## src/rtl/csr_row_sequencer.sv

```systemverilog
// csr_row_sequencer: walks one CSR row of packed (value, column) word pairs,
// issuing one even read address per non-zero under valid/ready, and reports
// row completion, a running beat total and sticky descriptor error flags.
module csr_row_sequencer #(
    parameter int ADDR_W = 10,
    parameter int TOT_W  = 16
) (
    input  logic              clk,
    input  logic              reset,
    input  logic              row_valid,
    output logic              row_ready,
    input  logic [ADDR_W:0]   row_start,
    input  logic [ADDR_W:0]   row_end,
    input  logic              abort,
    output logic              rd_valid,
    input  logic              rd_ready,
    output logic [ADDR_W:0]   rd_addr,
    output logic              rd_last,
    output logic              row_done,
    output logic              busy,
    output logic [TOT_W-1:0]  nnz_total,
    output logic              err_range,
    output logic              err_align
);

    typedef enum logic {IDLE, RUN} state_t;

    // Comparisons run one bit wider than the bus so addr+2 at the top of
    // the address space does not wrap back to zero.
    localparam logic [ADDR_W+1:0] STEP_W = (ADDR_W+2)'(2);
    localparam logic [ADDR_W:0]   STEP   = (ADDR_W+1)'(2);

    state_t          state, state_nxt;
    logic [ADDR_W:0] end_q;
    logic [ADDR_W:0] aligned;
    logic            accept;
    logic            beat;
    logic            non_empty;
    logic            last_beat;

    assign aligned   = {row_start[ADDR_W:1], 1'b0};
    assign accept    = row_valid && row_ready;
    assign beat      = rd_valid && rd_ready;
    assign non_empty = {1'b0, row_end} > {1'b0, aligned};
    assign last_beat = beat && rd_last && !abort;

    assign row_ready = (state == IDLE) && !reset;
    assign busy      = (state == RUN);
    assign rd_valid  = (state == RUN);
    // An odd row_end rounds up: the pair straddling it is still issued.
    assign rd_last   = rd_valid && (({1'b0, rd_addr} + STEP_W) >= {1'b0, end_q});

    // State register.
    always_ff @(posedge clk) begin
        if (reset) state <= IDLE;
        else       state <= state_nxt;
    end

    // Next-state: abort wins over the last-beat exit; empty rows never enter RUN.
    always_comb begin
        state_nxt = state;
        case (state)
            IDLE: if (accept && non_empty) state_nxt = RUN;
            RUN:  if (abort || (beat && rd_last)) state_nxt = IDLE;
            default: state_nxt = IDLE;
        endcase
    end

    // Address walk, row end capture, done pulse, beat total and error flags.
    always_ff @(posedge clk) begin
        if (reset) begin
            rd_addr   <= '0;
            end_q     <= '0;
            row_done  <= 1'b0;
            nnz_total <= '0;
            err_range <= 1'b0;
            err_align <= 1'b0;
        end else begin
            row_done <= 1'b0;
            if (accept) begin
                rd_addr <= aligned;
                end_q   <= row_end;
                if (row_start[0])        err_align <= 1'b1;
                if (row_end < row_start) err_range <= 1'b1;
                // Empty and range-error rows complete without issuing beats.
                if (!non_empty)          row_done  <= 1'b1;
            end
            if (beat) begin
                // A beat handshaking alongside abort is still counted.
                nnz_total <= nnz_total + TOT_W'(1);
                if (!rd_last && !abort) rd_addr <= rd_addr + STEP;
            end
            if (last_beat) row_done <= 1'b1;
        end
    end

endmodule
```

## config.mk

```make
export PLATFORM = sky130hd
export DESIGN_NAME = csr_row_sequencer
export DESIGN_NICKNAME = d
export VERILOG_FILES = /design/src/rtl/csr_row_sequencer.sv
export SDC_FILE = /design/constraint.sdc
export NUM_CORES = 1
export LEC_CHECK = 0
export BUFFER_PORTS_ARGS = -buffer_cell sky130_fd_sc_hd__buf_2
export CORE_MARGIN = 5
export CORE_UTILIZATION = 50
export CTS_BUF_LIST = sky130_fd_sc_hd__clkbuf_16
export DETAILED_ROUTE_END_ITERATION = 8
export PLACE_DENSITY_LB_ADDON = 0.15
export SYNTH_ARGS = -nofsm -noshare
export SYNTH_HDL_FRONTEND = slang
export SYNTH_SLANG_ARGS = --single-unit
```

## constraint.sdc

```tcl
create_clock -name clk -period 7.5 [get_ports clk]
set_input_delay 0.75 -clock clk [delete_from_list [all_inputs] [get_ports clk]]
set_output_delay 0.75 -clock clk [all_outputs]
set_load 0.05 [all_outputs]
```

Word-level counts from Yosys, hierarchy flattened
Index checks and enable logic that the tools add are counted.
{"block": "totals", "reg_bits": 42, "inputBits": 27, "out_inout_bits": 34, "wordCells": 37}
{"block": "classes", "addsub": 3, "n_lt_le_gt_ge": 3, "n_mux": 9, "bitwise_logic": 1, "n_reduce_logical": 14}
{"cell": "two-way mux 11 bit", "count": 3}
{"cell": "adder 16 x 1 -> 16 bit (second input constant)", "count": 1}
{"cell": "adder 11 x 2 -> 12 bit (second input constant)", "count": 1}
{"cell": ">= comparator 12 x 11 -> 1 bit", "count": 1}
{"cell": "adder 11 x 2 -> 11 bit (second input constant)", "count": 1}
{"cell": "greater-than comparator 11 bit", "count": 1}
{"cell": "less-than comparator 11 bit", "count": 1}
{"cell": "logical AND 1 bit", "count": 8}
{"cell": "two-way mux 1 bit", "count": 5}
{"cell": "AND reduction 2 bit", "count": 2}
{"cell": "zero test 1 bit", "count": 3}
{"cell": "one-hot mux 1 bit (2 select lines)", "count": 1}
{"cell": "logical OR 1 bit", "count": 1}
{"cell": "inverter 1 bit", "count": 1}

Logic depth before layout (Yosys ltp)
Gate-level depths: netlist of the first run.
{"block": "logic_depth", "depth_word": 7, "mapped_depth": 11, "ltp_nobuf": 10}

Worst setup path after synthesis of the first run
OpenSTA, ideal clock, no wires.
{"block": "synth_path", "path_kind": "register to output", "start": "register rd_addr[2]", "end": "output port rd_last", "arrival_time_ns": 3.277, "slack_ns": 3.473, "stages_incl_launch_ff": 12, "path_buffers": 1, "path_cell_list": "dfxtp_1 -> ha_1 -> nand3_1 -> nor3_1 -> xor2_1 -> ha_1 -> nand3_1 -> a2111o_1 -> o21ai_2 -> buf_4 -> nor2_1 -> nor2b_1"}
{"block": "synth_between", "elab_chain_cells": 3}
{"element": "from (decl)", "line": "17", "rtl": "output logic [ADDR_W:0] rd_addr,"}
{"element": "from (signal assigned)", "line": "81", "rtl": "rd_addr <= aligned;"}
{"element": "from (signal assigned)", "line": "91", "rtl": "if (!rd_last && !abort) rd_addr <= rd_addr + STEP;"}
{"element": "adder 11 x 2 -> 12 bit", "line": "51", "rtl": "assign rd_last = rd_valid && (({1'b0, rd_addr} + STEP_W) >= {1'b0, end_q});"}
{"element": ">= comparator 12 x 11 -> 1 bit", "line": "51"}
{"element": "logical AND 1 bit", "line": "51"}
{"element": "to (decl)", "line": "18", "rtl": "output logic rd_last,"}
No other way between the ends.

Worst setup path after layout of the first run
{"block": "layout_path", "start": "register rd_addr[1]", "end": "output port rd_last"}
Same word-level chain as after synthesis.

==> results.sh, run 1 <==
export IMPL_synth_top_area_cell="dfxtp_1"
export IMPL_endpoint_kind="output port"
export IMPL_clk_path_buf_depth=2
export IMPL_cts_tree="built"
export IMPL_r2r_end="rd_addr[10]"
export IMPL_final_cell_mix="buf_2 (60), dfxtp_1 (42), inv_1 (30)"
export IMPL_hpwl_mm=4.39
export IMPL_worstHoldPathCells=2
export IMPL_cap_violations=0
export IMPL_tightest_slew_ns=0.545
export IMPL_dr_pass1_iters=6
export IMPL_ys_ff_latch=42
export IMPL_crit_type="flop to output port"
export IMPL_hold_viol_final=0
export IMPL_hp_class="flop to flop"
export IMPL_synthesis_instances=293
export IMPL_dp_slack_ns=3.91
export IMPL_die_w_um=81.0
export IMPL_setup_violations=0
export IMPL_arrival_ns=3.18
export IMPL_antenna_left=0
export IMPL_io_pins=61
export IMPL_cpPeakStageDelay_ns=0.41
export IMPL_ys_types=39
export IMPL_r2r_slack_ns=4.32
export IMPL_clkTransAtPathRegs_ns=0.06
export IMPL_crit_chain="ha_1 -> nand3_1 -> nor3_1 -> xor2_1 -> ha_1 -> nand3_1 -> a2111o_1 -> o21ai_2 -> nor2_1 -> nor2b_1 -> buf_2"
export IMPL_path_delay_family="simple AND/OR/NAND/NOR gates"
export IMPL_leakagePower_nw=1.34
export IMPL_wire_per_inst_um=14.2
export IMPL_ys_seq_area_share_pct=33.3
export IMPL_slew_headroom_pct=63.7
export IMPL_io_buffers=60
export IMPL_vdd_ir_drop_max_mv=0.140
export IMPL_grt_pass1_wl_mm=9.80
export IMPL_routed_wl_mm=5.91
export IMPL_reg2reg_from="rd_addr[1]"
export IMPL_run_status="complete, no violations"
export IMPL_hold_path_end="rd_addr[0]"
export IMPL_slew_viol_final=0
export IMPL_path_buf_inv=1
export IMPL_finalClockSkew_ns=0.00441
export IMPL_power_uw=610
export IMPL_initial_utilization_pct=52.4
export IMPL_tritoncts_num_buffers=5
export IMPL_grt_pass1_vias=2041
export IMPL_die_y_um=81.0
export IMPL_cts_resized=0
export IMPL_dp_cells=408
export IMPL_hold_start="rd_addr[0]"
export IMPL_ys_warn_count=0
export IMPL_worstRegToRegCells=10
export IMPL_fmax_mhz=254
export IMPL_syn_avg_cell_area_sq_um=8.61
export IMPL_core_sq_um=4820
export IMPL_final_nets=399
export IMPL_fin_crit_ns=3.93
export IMPL_tns_ns=0
export IMPL_power_density_nw_per_um2=203
export IMPL_avgViaCountPerCell=5.23
export IMPL_ctsHoldBuffers=0
export IMPL_rsz0062_at_grt="no"
export IMPL_post_cts_buffers=0
export IMPL_antenna_found_initial=0
export IMPL_synth_area_sq_um=2520
export IMPL_synthTopCellsByArea="dfxtp_1 (33%), ha_1 (12%), a211oi_2 (5.0%)"
export IMPL_whs_ns=0.461
export IMPL_grt_max_degree=44
export IMPL_area_delta_synth_final_pct=19.3
export IMPL_cts_max_level=2
export IMPL_vias=2169
export IMPL_drtIter0Drc=111
export IMPL_critPathSlowestCell="dfxtp_1"
export IMPL_num_antenna_cells=0
export IMPL_finalCritPeriodShare_pct=52.4
export IMPL_setup_ws_ns=3.57
export IMPL_cp_required_ns=6.75
export IMPL_die_area_sq_um=6570
export IMPL_rows=25
export IMPL_final_common_cell="buf_2"
export IMPL_gp_congestion=0.778
export IMPL_stdcell_area_sq_um=3010
export IMPL_post_route_util_pct=62.5
export IMPL_post_route_drc_count=0
export IMPL_clock_sinks=42
export IMPL_synthDominantCellAreaShare_pct=33.3
export IMPL_synth_fp_nets=344
export IMPL_layout_drive_gt1_share_pct=24.1
export IMPL_critPathLaunchType="flop"
export IMPL_insertion_delay_ns=0.29
export IMPL_final_cells=415
export IMPL_grt_remaining_overflow=0
export IMPL_critPathMaxFanout=13
export IMPL_grtUsageTotal_pct=19.4
export IMPL_placed_cell_area_sq_um=2850
export IMPL_root_buffer="clkbuf_16"
power breakdown:
part | total (mW) | leakage (nW) | internal, mW | switching [mW]
sequential | 0.244 | 0.343 | 0.234 | 0.00940
clock | 0.239 | 0.0773 | 0.154 | 0.0851
combinational | 0.127 | 0.922 | 0.0445 | 0.0830
tightest hold or removal path, cell delays in order (launching register included):
cell and delay, ns:
dfxtp_1 0.30, inv_1 0.06, nor3_1 0.05
cell type report:
class / count / area, sq um
Multi-Input combinational cell: 206 / 1490
Tap cell: 67 / 83.8
Sequential cell: 42 / 841
Fill cell: 464 / 1810
Clock buffer: 5 / 125
Clock inverter: 2 / 33.8
Inverter: 30 / 113
Timing Repair Buffer: 63 / 323
flip-flops by register name (all words and copies together) (netlist names):
| name | count |
|---|---|
| busy | 1 |
| end_q | 11 |
| err_align | 1 |
| err_range | 1 |
| nnz_total | 16 |
| rd_addr | 11 |
| row_done | 1 |
metal layers:
metal  GRT usage (%)  wire length, um  part of all wire, %  vias to the layer above
met2            27.1             2460                   42                       58
li1                -                -                    -                     1134
met3            5.76              427                  7.2                        7
met4            4.56               55                 0.93                        0
met5               0                0                    0                        -
met1            28.9             2960                   50                      970
worst max-delay path by stage:
stage	slack, ns	from	cells after the start	to
floorplan	3.47	rd_addr[2]	11	rd_last
global placement	3.97	rd_addr[1]	11	rd_last
detailed placement	3.91	rd_addr[1]	11	rd_last
CTS	3.57	rd_addr[1]	11	rd_last
global route	3.27	rd_addr[1]	11	rd_last
finish	3.57	rd_addr[1]	11	rd_last
cells in the mapped netlist:
| cell | n |
|---|---|
| clkbuf_1 | 6 |
| a32o_1 | 1 |
| dfxtp_1 | 42 |
| buf_6 | 1 |
| nor2_1 | 20 |
| nor2b_1 | 2 |
| nor4_2 | 1 |
| nor4_1 | 10 |
| nand2_1 | 25 |
| nand2b_1 | 2 |
| nand3_1 | 11 |
| inv_1 | 30 |
| buf_2 | 6 |
| o32ai_1 | 1 |
| ha_1 | 24 |
| o31ai_1 | 10 |
| mux2i_1 | 9 |
| a21o_1 | 3 |
| o21bai_1 | 1 |
| or3_1 | 7 |
| a2111o_1 | 1 |
| o21ai_0 | 10 |
| and3_1 | 2 |
| xor2_1 | 8 |
| o21a_1 | 1 |
| buf_4 | 2 |
| a211oi_2 | 10 |
| o22ai_1 | 1 |
| and2_1 | 1 |
| and4_1 | 2 |
| a2111oi_4 | 1 |
| or2_2 | 1 |
| o21ai_2 | 1 |
| nand4_1 | 3 |
| a221o_1 | 1 |
| nor3_1 | 9 |
| a21oi_1 | 15 |
| nand2b_4 | 1 |
| xnor2_1 | 11 |
kinds of logic after synthesis:
group	share of synthesized area, %
buffers and inverters	7.59
AND/OR/NAND/NOR	19.3
XOR/XNOR	6.60
multiplexers	3.57
adder cells (fa/ha/maj)	11.9
flip-flops	33.3
AO/OA/AOI/OAI	17.7
Note: power is estimated with default switching activity, not from simulation.
==> run 2, diff against run 1 <==
--- a/config.mk
+++ b/config.mk
@@ -5,9 +5,10 @@
 export SDC_FILE = /design/constraint.sdc
 export NUM_CORES = 1
 export LEC_CHECK = 0
+export ABC_AREA = 1
 export BUFFER_PORTS_ARGS = -buffer_cell sky130_fd_sc_hd__buf_2
 export CORE_MARGIN = 5
-export CORE_UTILIZATION = 50
+export CORE_UTILIZATION = 49
 export CTS_BUF_LIST = sky130_fd_sc_hd__clkbuf_16
 export DETAILED_ROUTE_END_ITERATION = 8
 export PLACE_DENSITY_LB_ADDON = 0.15
==> constraint.sdc (replaced) <==
create_clock -name clk -period 3.59 [get_ports clk]
set_input_delay 0.359 -clock clk [delete_from_list [all_inputs] [get_ports clk]]
set_output_delay 0.359 -clock clk [all_outputs]
set_load 0.05 [all_outputs]
==> results.sh, run 2 <==
export IMPL_run_status="complete, no violations"
export IMPL_rows=26
export IMPL_cts_max_level=2
export IMPL_grt_pass1_vias=2274
export IMPL_vdd_ir_drop_max_mv=0.238
export IMPL_routed_wl_mm=6.01
export IMPL_r2r_slack_ns=0.69
export IMPL_synthTopCellsByArea="dfxtp_1 (33%), nand2_1 (12%), ha_1 (12%)"
export IMPL_power_density_nw_per_um2=399
export IMPL_vias=2435
export IMPL_synthTopCellsByCount="nand2_1 (83), inv_1 (64), nor2_1 (45)"
export IMPL_ys_ff_latch=42
export IMPL_synth_top_area_cell="dfxtp_1"
export IMPL_arrival_ns=2.69
export IMPL_dr_pass1_iters=4
export IMPL_post_route_drc_count=0
export IMPL_die_y_um=82.7
export IMPL_synthesis_instances=378
export IMPL_synthDominantCellAreaShare_pct=32.5
export IMPL_endpoint_kind="output port"
export IMPL_io_buffers=60
export IMPL_clkTransAtPathRegs_ns=0.06
export IMPL_num_antenna_cells=0
export IMPL_final_common_cell="nand2_1"
export IMPL_avgViaCountPerCell=4.81
export IMPL_crit_type="flop to output port"
export IMPL_synth_edff_count=0
export IMPL_synth_area_sq_um=2590
export IMPL_finalCritPeriodShare_pct=85.0
export IMPL_ys_types=33
export IMPL_hold_viol_final=0
export IMPL_grt_max_degree=32
export IMPL_stdcell_area_sq_um=3090
export IMPL_setup_violations=0
export IMPL_antenna_left=0
export IMPL_whs_ns=0.341
export IMPL_placed_cell_area_sq_um=2930
export IMPL_slew_headroom_pct=35.9
export IMPL_cts_resized=0
export IMPL_drtIter0Drc=103
export IMPL_tightest_slew_ns=0.960
export IMPL_gp_congestion=0.840
export IMPL_hp_class="primary input to flop"
export IMPL_grtUsageTotal_pct=18.8
export IMPL_initial_utilization_pct=50.6
export IMPL_ctsHoldBuffers=0
export IMPL_fin_crit_ns=3.05
export IMPL_grt_remaining_overflow=0
export IMPL_ys_seq_area_share_pct=32.5
export IMPL_syn_avg_cell_area_sq_um=6.84
export IMPL_post_cts_buffers=0
export IMPL_wire_per_inst_um=11.9
export IMPL_largest_register="nnz_total"
export IMPL_core_sq_um=5110
export IMPL_tritoncts_num_buffers=5
export IMPL_largest_register_ffs=16
export IMPL_area_delta_synth_final_pct=19.6
export IMPL_tns_ns=0
export IMPL_final_cell_mix="nand2_1 (83), inv_1 (64), buf_2 (60)"
export IMPL_dp_cells=498
export IMPL_hpwl_mm=4.68
export IMPL_io_pins=61
export IMPL_rsz0062_at_grt="no"
export IMPL_ys_warn_count=0
export IMPL_cap_violations=0
export IMPL_synth_most_common_cell="nand2_1"
export IMPL_critPathMaxFanout=4
export IMPL_cts_tree="built"
export IMPL_die_area_sq_um=6830
export IMPL_final_cells=506
export IMPL_die_w_um=82.7
export IMPL_grt_pass1_wl_mm=9.96
export IMPL_ys_flop_type="dfxtp_1"
export IMPL_root_buffer="clkbuf_16"
export IMPL_power_mw=1.23
export IMPL_insertion_delay_ns=0.28
export IMPL_leakagePower_nw=1.65
export IMPL_finalClockSkew_ns=0.00622
export IMPL_layout_drive_gt1_share_pct=18.8
export IMPL_slew_viol_final=0
export IMPL_clock_sinks=42
export IMPL_fmax_mhz=328
export IMPL_filler_cell_count=513
export IMPL_clk_path_buf_depth=2
export IMPL_final_nets=486
export IMPL_synth_fp_nets=429
export IMPL_top_regs="nnz_total (16), end_q (11), rd_addr (11)"
export IMPL_async_flop_share_pct=0
export IMPL_critPathLaunchType="flop"
export IMPL_cp_required_ns=3.23
export IMPL_antenna_found_initial=0
==> run 2: cell types whose count changed after synthesis, moves of 10 or more <==
| cell | change |
|---|---|
| inv_1 | +34 |
| a21oi_1 | +12 |
| nor2_1 | +25 |
| nand2_1 | +58 |
| nor4_1 | -10 |
| a211oi_2 | -10 |
| o31ai_1 | -10 |
| o21ai_0 | +23 |
==> run 2: logic make-up (layout without fill, tap and decap cells) <==
family,count (synthesis),in the layout,synth area share [%]
buf+inv,76,134,11.6
flops,42,42,32.5
simple gates,161,161,27.9
compound gates,67,67,13.7
xor+xnor,8,8,2.71
fa+ha+maj,24,24,11.6
==> run 2: worst max-delay path, cell delays in order, from the launching register on <==
cell and delay, ns:
dfxtp_1 0.38, ha_1 0.22, nand3_2 0.13, nor2_4 0.14, nand2_1 0.08, xnor2_1 0.18
ha_1 0.29, nand2_1 0.08, inv_1 0.03, o21ai_0 0.16, nand3b_1 0.10, a21oi_1 0.27
a21oi_1 0.12, buf_2 0.22
==> run 2: worst paths after layout <==
path	to	cells after the start	start
worst max-delay path	rd_last	13	rd_addr[2]
worst min register to register	err_align	2	err_align
worst min-delay path	err_align	3	row_start[0]
worst max register to register	rd_addr[2]	15	rd_addr[2]
==> run 2: per-stage QoR <==
step           utilization (%)  setup WS (ns)
2_1_floorplan                -          0.336
3_3_place_gp              57.3          0.809
3_5_place_dp              57.3          0.718
4_1_cts                   60.6          0.511
5_1_grt                   60.6          0.263
6_report                  60.6          0.539
==> run 2: cell type report <==
cell class	count	area [sq um]	share of cell area, %
multi-input cells	260	1450	46.7
flip-flops and latches	42	841	27.2
repair buffers	61	308	9.95
inverters	65	244	7.89
clock buffers	5	125	4.04
well taps	70	87.6	2.83
clock inverters	3	43.8	1.42
==> run 2: metal layers <==
metal | vias up | routed length, um | global-route usage (%)
met5 | - | 0 | 0
met4 | 0 | 67 | 6.05
met3 | 6 | 400 | 4.77
met2 | 58 | 2730 | 29.6
met1 | 1064 | 2800 | 25.0
li1 | 1307 | - | -
==> run 2: where the power goes <==
part	leakage, nW	internal, mW	switching, mW
registers	0.342	0.485	0.0136
clock network	0.0842	0.329	0.182
logic	1.22	0.0755	0.149
total	1.65	0.890	0.344
==> run 3, diff against run 2 <==
==> constraint.sdc (replaced) <==
create_clock -name clk -period 2.6 [get_ports clk]
set_input_delay 0.26 -clock clk [delete_from_list [all_inputs] [get_ports clk]]
set_output_delay 0.26 -clock clk [all_outputs]
set_load 0.05 [all_outputs]
==> results.sh, run 3 (same netlist as run 2, synthesis figures left out) <==
export IMPL_insertion_delay_ns=0.28
export IMPL_largest_register_ffs=16
export IMPL_top_regs="nnz_total (16), end_q (11), rd_addr (11)"
export IMPL_largest_register="nnz_total"
export IMPL_core_sq_um=5110
export IMPL_grt_max_degree=44
export IMPL_hp_class="primary input to flop"
export IMPL_cts_tree="built"
export IMPL_wl_met2_mm=3.23
export IMPL_antenna_left=0
export IMPL_final_common_cell="nand2_1"
export IMPL_drtIter0Drc=170
export IMPL_grtUsageTotal_pct=18.8
export IMPL_post_route_drc_count=0
export IMPL_dr_pass1_iters=4
export IMPL_pwr_share_clk_pct=39.5
export IMPL_switching_share_pct=29.2
export IMPL_slew_viol_final=0
export IMPL_slew_headroom_pct=73.4
export IMPL_die_area_sq_um=6830
export IMPL_tritoncts_num_buffers=5
export IMPL_placed_cell_area_sq_um=2980
export IMPL_grt_remaining_overflow=0
export IMPL_cts_max_level=2
export IMPL_tns_ns=-0.895
export IMPL_reg2reg_from="rd_addr[1]"
export IMPL_num_antenna_cells=0
export IMPL_rows=26
export IMPL_crit_type="flop to output port"
export IMPL_clk_path_buf_depth=2
export IMPL_hpwl_mm=4.58
export IMPL_io_buffers=60
export IMPL_tightest_slew_ns=0.399
export IMPL_fin_crit_ns=2.76
export IMPL_rsz0062_at_grt="yes"
export IMPL_endpoint_kind="output port"
export IMPL_gp_congestion=0.805
export IMPL_clock_sinks=42
export IMPL_setup_ws_ns=-0.158
export IMPL_grt_pass1_vias=2212
export IMPL_met1_length_mm=3.21
export IMPL_highest_layer="met4"
export IMPL_r2r_end="rd_addr[4]"
export IMPL_violations="negative setup slack"
export IMPL_root_buffer="clkbuf_16"
export IMPL_cap_violations=0
export IMPL_antenna_found_initial=0
export IMPL_clkTransAtPathRegs_ns=0.06
export IMPL_critPathLaunchType="flop"
export IMPL_hold_viol_final=0
export IMPL_worstHoldPathCells=3
export IMPL_intPower_mw=1.27
export IMPL_fmax_mhz=363
export IMPL_comb_power_share_pct=22.1
export IMPL_final_cell_mix="nand2_1 (67), inv_1 (62), buf_2 (59)"
export IMPL_arrival_ns=2.50
export IMPL_routed_wl_mm=6.98
export IMPL_die_w_um=82.7
export IMPL_hold_start="row_start[0]"
export IMPL_vias=2643
export IMPL_worstRegToRegCells=16
export IMPL_grt_pass1_wl_mm=10.1
export IMPL_finalClockSkew_ns=0.00473
export IMPL_run_status="finished, violations left"
export IMPL_setup_violations=11
export IMPL_hold_path_end="err_align"
export IMPL_wire_per_inst_um=13.2
export IMPL_seqPwrFrac_pct=38.4
export IMPL_power_switching_uw=523
export IMPL_power_density_nw_per_um2=512
export IMPL_vdd_ir_drop_max_mv=0.419
export IMPL_dp_cells=502
export IMPL_die_y_um=82.7
export IMPL_cp_required_ns=2.34
export IMPL_r2r_slack_ns=-0.11
export IMPL_avgViaCountPerCell=5.02
export IMPL_leakagePower_nw=1.80
export IMPL_initial_utilization_pct=50.6
export IMPL_area_delta_synth_final_pct=35.3
export IMPL_io_pins=61
export IMPL_stdcell_area_sq_um=3500
export IMPL_critPathMaxFanout=4
export IMPL_layout_drive_gt1_share_pct=30.0
export IMPL_finalCritPeriodShare_pct=106
export IMPL_wl_met3_um=397
export IMPL_final_nets=507
export IMPL_final_cells=527
## run 3: cell types whose count changed in the layout (fill, tap and decap cells not counted), sizes merged
| cell | change |
|---|---|
| clkinv | -1 |
| clkbuf | +2 |
| buf | +19 |
| clkinvlp | +1 |
## run 3: worst max path at each step
stage,start,endpoint,slack (ns),cells after the start
detailed placement,rd_addr[4],rd_last,0.07,10
finish,rd_addr[1],rd_last,-0.16,13
global placement,rd_addr[4],rd_last,0.07,10
global route,rd_addr[1],rd_last,-0.34,13
CTS,rd_addr[6],rd_last,-0.07,12
floorplan,rd_addr[2],rd_addr[8],0.02,15
## run 3: metrics by stage
step	power [mW]	worst slack (ns)	utilization (%)	hold WS [ns]
5_1_grt	1.87	-0.337	68.5	0.247
2_1_floorplan	0.937	0.0198	-	0.405
4_1_cts	1.74	-0.0667	63.6	0.240
3_5_place_dp	1.02	0.0683	58.3	0.442
6_report	1.79	-0.158	68.5	0.240
3_3_place_gp	1.02	0.0659	58.3	0.438
## run 3: layer usage
metal  GRT usage (%)  up-vias
met3            4.34       13
met5               0        -
li1                -     1354
met1            27.3     1196
met2            28.7       80
met4            3.59        0
## run 3: layout make-up
class                           count  area (sq um)
Clock inverter                      3          41.3
Tap cell                           70          87.6
Multi-Input combinational cell    260          1610
Fill cell                         415          1610
Timing Repair Buffer               82           527
Clock buffer                        5           125
Inverter                           65           246
Sequential cell                    42           858
## run 3: power by group through the flow
stage / registers [mW] / clock network [mW] / logic (mW)
after floorplan: 0.748 / 0 / 0.188
after global placement: 0.703 / 0 / 0.317
after detailed placement: 0.703 / 0 / 0.319
after CTS: 0.689 / 0.713 / 0.341
after global routing: 0.691 / 0.744 / 0.435
final: 0.689 / 0.707 / 0.396
## run 3: critical path: stages, from the launching register on
cell	delay [ns]
dfxtp_4	0.39
inv_4	0.05
nor4_4	0.35
buf_4	0.18
nand3_1	0.08
nand2_1	0.11
o21ai_2	0.07
inv_2	0.10
ha_4	0.21
o21ai_1	0.11
nand3b_1	0.15
a21oi_4	0.18
a21oi_4	0.08
buf_6	0.15
## run 3: repair_timing
item / 4_1_cts / 5_1_grt
pin swaps: 8 / 19
hold buffers: 0 / 0
resized for setup: 17 / 36
setup endpoints to repair: 1 / 12
gates cloned: 0 / 3
buffers inserted: 5 / 9
